## src/rtl/alu_op_queue.sv

```systemverilog
// Operand queue in front of a combinational ALU, with a registered valid/ready result stage.
// Optional macro ALU_OP_QUEUE_ILLEGAL_CHECK_EN adds out_err and zeroes results of unknown control codes.
module alu_op_queue #(
    parameter int DEPTH  = 4,
    parameter int WIDTH  = 32,
    parameter int CTRL_W = 4
) (
    input  logic                   clk,
    input  logic                   reset,
    input  logic                   in_valid,
    output logic                   in_ready,
    input  logic [WIDTH-1:0]       in_a,
    input  logic [WIDTH-1:0]       in_b,
    input  logic [CTRL_W-1:0]      in_ctrl,
    output logic [WIDTH-1:0]       ALU_A,
    output logic [WIDTH-1:0]       ALU_B,
    output logic [CTRL_W-1:0]      ALU_control,
    input  logic [WIDTH-1:0]       alu_result,
    output logic                   out_valid,
    input  logic                   out_ready,
    output logic [WIDTH-1:0]       out_result,
    output logic [CTRL_W-1:0]      out_ctrl,
    output logic [$clog2(DEPTH):0] count
`ifdef ALU_OP_QUEUE_ILLEGAL_CHECK_EN
    ,
    output logic                   out_err
`endif
);

    localparam int PW = $clog2(DEPTH);
    localparam int CW = PW + 1;
    localparam logic [CW-1:0] FULL_CNT = CW'(DEPTH);

    logic [WIDTH-1:0]  mem_a [DEPTH];
    logic [WIDTH-1:0]  mem_b [DEPTH];
    logic [CTRL_W-1:0] mem_c [DEPTH];

    logic [CW-1:0]     count_q, count_d;
    logic [PW-1:0]     wr_ptr_q, wr_ptr_d;
    logic [PW-1:0]     rd_ptr_q, rd_ptr_d;
    logic              out_valid_q, out_valid_d;
    logic [WIDTH-1:0]  out_result_q, out_result_d;
    logic [CTRL_W-1:0] out_ctrl_q, out_ctrl_d;
    logic              empty, push, pop;

    assign empty    = (count_q == '0);
    assign in_ready = (count_q < FULL_CNT);
    assign push     = in_valid && in_ready;
    // in_ready looks only at count, so a pop cannot open a slot in the same cycle
    assign pop      = !empty && (!out_valid_q || out_ready);

    assign ALU_A       = empty ? '0 : mem_a[rd_ptr_q];
    assign ALU_B       = empty ? '0 : mem_b[rd_ptr_q];
    assign ALU_control = empty ? '0 : mem_c[rd_ptr_q];

    always_ff @(posedge clk) begin
        if (push) begin
            mem_a[wr_ptr_q] <= in_a;
            mem_b[wr_ptr_q] <= in_b;
            mem_c[wr_ptr_q] <= in_ctrl;
        end
    end

`ifdef ALU_OP_QUEUE_ILLEGAL_CHECK_EN
    logic out_err_q, out_err_d;
    logic head_legal;

    assign head_legal = (ALU_control == CTRL_W'(0)) || (ALU_control == CTRL_W'(1));
    assign out_err    = out_err_q;
`endif

    always_comb begin
        count_d      = count_q;
        wr_ptr_d     = wr_ptr_q;
        rd_ptr_d     = rd_ptr_q;
        out_valid_d  = out_valid_q;
        out_result_d = out_result_q;
        out_ctrl_d   = out_ctrl_q;
`ifdef ALU_OP_QUEUE_ILLEGAL_CHECK_EN
        out_err_d    = out_err_q;
`endif
        if (push) begin
            wr_ptr_d = wr_ptr_q + PW'(1);
        end
        unique case ({push, pop})
            2'b10:   count_d = count_q + CW'(1);
            2'b01:   count_d = count_q - CW'(1);
            default: count_d = count_q;
        endcase
        if (pop) begin
            rd_ptr_d     = rd_ptr_q + PW'(1);
            out_valid_d  = 1'b1;
            out_result_d = alu_result;
            out_ctrl_d   = ALU_control;
`ifdef ALU_OP_QUEUE_ILLEGAL_CHECK_EN
            out_err_d    = !head_legal;
            if (!head_legal) begin
                out_result_d = '0;
            end
`endif
        end else if (out_ready) begin
            out_valid_d = 1'b0;
        end
    end

    always_ff @(posedge clk or posedge reset) begin
        if (reset) begin
            count_q      <= '0;
            wr_ptr_q     <= '0;
            rd_ptr_q     <= '0;
            out_valid_q  <= 1'b0;
            out_result_q <= '0;
            out_ctrl_q   <= '0;
`ifdef ALU_OP_QUEUE_ILLEGAL_CHECK_EN
            out_err_q    <= 1'b0;
`endif
        end else begin
            count_q      <= count_d;
            wr_ptr_q     <= wr_ptr_d;
            rd_ptr_q     <= rd_ptr_d;
            out_valid_q  <= out_valid_d;
            out_result_q <= out_result_d;
            out_ctrl_q   <= out_ctrl_d;
`ifdef ALU_OP_QUEUE_ILLEGAL_CHECK_EN
            out_err_q    <= out_err_d;
`endif
        end
    end

    assign count      = count_q;
    assign out_valid  = out_valid_q;
    assign out_result = out_result_q;
    assign out_ctrl   = out_ctrl_q;

endmodule

```

## config.mk

```make
export PLATFORM = sky130hd
export DESIGN_NAME = alu_op_queue
export DESIGN_NICKNAME = d
export VERILOG_FILES = /design/src/rtl/alu_op_queue.sv
export SDC_FILE = /design/constraint.sdc
export NUM_CORES = 1
export LEC_CHECK = 0
export CAP_MARGIN = 20
export CORE_MARGIN = 10
export CORE_UTILIZATION = 45
export DETAILED_ROUTE_END_ITERATION = 6
export DONT_BUFFER_PORTS = 1
export PLACE_DENSITY = 0.65
export RECOVER_POWER = 100
export SLEW_MARGIN = 20
export SYNTH_ARGS = -nofsm -noshare
export SYNTH_HDL_FRONTEND = slang
export SYNTH_SLANG_ARGS = --single-unit
```

## constraint.sdc

```tcl
create_clock -name clk -period 9 [get_ports clk]
set_clock_uncertainty 0.05 [all_clocks]
set_input_delay 1.8 -clock clk [delete_from_list [all_inputs] [get_ports clk]]
set_output_delay 1.8 -clock clk [all_outputs]
set_load 0.03 [all_outputs]
```

==> run_results.csv <==
group,metric,value,unit
timing,fin_crit,6.23,ns
timing,fmax,0.161,GHz
global_routing,grt_overflow,0,
power_and_ir_drop,ir_drop,209,uV
clock_network,postCtsHoldBufs,0,
clock_network,cts_tree,"done",
clock_network,post_cts_buffers,0,
synth,ys_top_cells_by_area,"edfxtp_1 (67%), mux4_2 (13%), dfrtp_1 (9.1%)",
job,cap_viol_max_count,9,
floorplanning,initial_core_util,46.1,%
layout,drive_above_1_share,23.3,%
synth,synth_area,12100,um^2
layout,area_growth,10.6,%
synth,ys_warn_count,0,
floorplanning,die_x,184,um
critical_path,worstSetupEndpointType,"output port",
floorplanning,ios,213,
synth,synth_top_area_cell,"edfxtp_1",
timing,drv_slew,429,
global_routing,grtUsageTotal,13.9,%
critical_path,startpoint,"rd_ptr_q[1]",
clock_network,cts_sinks,316,
timing,finalCritPeriodShare,69.2,%
clock_network,cts_buffers,34,
timing,fin_tns_setup,0,ns
synth,synth_nets,660,
critical_path,worstSetupStartpointType,"register",
clock_network,worstSkewPairLatency,0.49,ns
routing,viasPerCell,5.58,
routing,post_drt_wl_per_cell,25.8,um
global_routing,grt_max_degree,72,
timing,setup_viol,0,
min_path,min_from,"wr_ptr_q[1]",
clock_network,cts_resized,0,
global_routing,grt_pass1_wl,35800,um
timing,maxSlewHeadroom,-247,%
synth,syn_inst,550,
clock_network,cts_max_level,2,
min_path,holdCritPathClass,"reg -> reg",
place,globalplace.congestion,0.727,
critical_path,worst-setup-path-type,"reg -> out",
critical_path,r2r_start,"count[2]",
synth,synth_cell_types,22,
synth,ys_seq_area_share,76.5,%
critical_path,crit_required,7.15,ns
power_and_ir_drop,power.leakage,4.40,nW
layout,fin_nets,674,
synth,yosysTopAreaCellShare,67.4,%
critical_path,critPathMaxFanout,69,
global_routing,grt_pass1_vias,5786,
routing,vias,5149,
routing,antenna_left,0,
critical_path,cp_data_arrival_time,4.38,ns
synth,synth_seq_cells,316,
clock_network,clk_path_buf_depth,3,
routing,first_pass_iters,4,
timing,worst_pin_slew,5.20,ns
place,place_hpwl,14100,um
synth,syn_area_per_cell,22.0,um^2
routing,drtIter0Drc,237,
timing,rsz0062_at_grt,"false",
place,io_buffers,0,
run_status,status,"finished, violations left",
floorplanning,fp.coreArea,26300,um^2
global_routing,antenna_found_initial,0,
power_and_ir_drop,power.density,375,nW/um^2
routing,finalWirelength,23800,um
clock_network,clk_pin_slew,0.06,ns
floorplanning,die_area,33900,um^2
layout,antennaDiodeCount,0,
clock_network,root_buffer,"clkbuf_16",
power_and_ir_drop,total_power,5.03,mW
floorplanning,die_y,184,um
routing,drc_errors,0,
timing,timing_hold_violations_final,0,
floorplanning,rows,59,
run_status,violations,"capacitance limit, slew limit",
## worst max-delay path, stage by stage, from the launching register on
cell,delay [ns]
dfrtp_1,2.55
mux4_2,0.59
nor2b_1,0.64
## flip-flops by register name (all words and copies together), names as in the netlist
register    flops
rd_ptr_q        2
wr_ptr_q        2
mem_b         128
out_valid       1
mem_a         128
mem_c          16
out_ctrl        4
out_result     32
count           3
## cells in the final DEF, fill, tap and decap left out, types with 2 or more instances in the layout
master / count
clkbuf_16: 35
clkinv_2: 4
dfrtp_1: 43
clkbuf_8: 4
mux2_2: 18
edfxtp_1: 272
and2_0: 4
inv_1: 8
clkinv_1: 4
xor2_1: 2
ha_1: 5
mux4_2: 68
mux2_1: 18
clkbuf_1: 13
xnor2_1: 4
buf_4: 2
nand2_1: 2
nor2b_1: 69
## through the flow
step	utilization (%)	instances	hold WS (ns)	setup slack, ns	cell area (um^2)
finish	51.0	922	0.595	2.77	13400
global route	51.0	922	0.633	2.29	13400
CTS	51.3	920	0.593	3.91	13500
detailed placement	47.3	861	0.584	4.45	12400
global placement	47.3	861	0.549	4.47	12400
floorplan	-	550	0.530	4.75	12100
## power breakdown
| part | leakage (nW) | total (mW) | switching, mW | internal (mW) |
|---|---|---|---|---|
| Clock | 0.515 | 1.30 | 0.524 | 0.775 |
| Combinational | 0.903 | 1.47 | 0.932 | 0.541 |
| Sequential | 2.98 | 2.25 | 0.369 | 1.89 |
## cells in the mapped netlist
cell type	instances
edfxtp_1	272
nor2b_1	70
mux4_2	68
dfrtp_1	44
mux2_2	18
mux2_4	18
clkbuf_1	13
buf_2	10
inv_1	8
buf_6	5
ha_1	5
and2_1	4
xnor2_1	4
nand2_1	2
xor2_1	2
fa_1	1
mux2i_1	1
nand2b_1	1
nand3b_1	1
nor2_1	1
nor3_4	1
o21ai_0	1
## kinds of logic after synthesis
logic type | Yosys count | synth area share, %
AOI/OAI and AO/OA | 1 | 0.0413
xor gates and xnor gates | 6 | 0.434
adders and majority gates | 6 | 0.682
buffers and inverters | 36 | 1.53
DFF | 316 | 76.5
muxes | 105 | 16.6
and+or+nand+nor | 80 | 4.16
## final timing paths
path	slack, ns	end	cells after the start
hold / removal	0.60	wr_ptr_q[1]	2
setup reg to reg	3.53	mem_b[1][9]	2
hold reg to reg	0.60	wr_ptr_q[1]	2
setup / recovery	2.77	ALU_B[12]	2
min in group asynchronous	1.07	count[2]	1
max in group asynchronous	5.46	rd_ptr_q[0]	2
## layer usage
metal,up-vias,GRT usage (%),part of all wire [%]
li1,2204,-,-
met1,2655,15.5,36
met2,241,22.8,48
met3,49,7.25,13
met4,0,4.13,2.2
met5,-,0,0
## area by class of cell
class                      instances  area [um^2]
fill                            2092        12900
sequential                       316         9270
multi-input combinational        198         2590
clock buffer                      48          965
tap                              335          419
clock inverter                    11         82.6
timing repair buffer               6         30.0
inverter                           8         30.0
(Power assumes the default switching activity.)
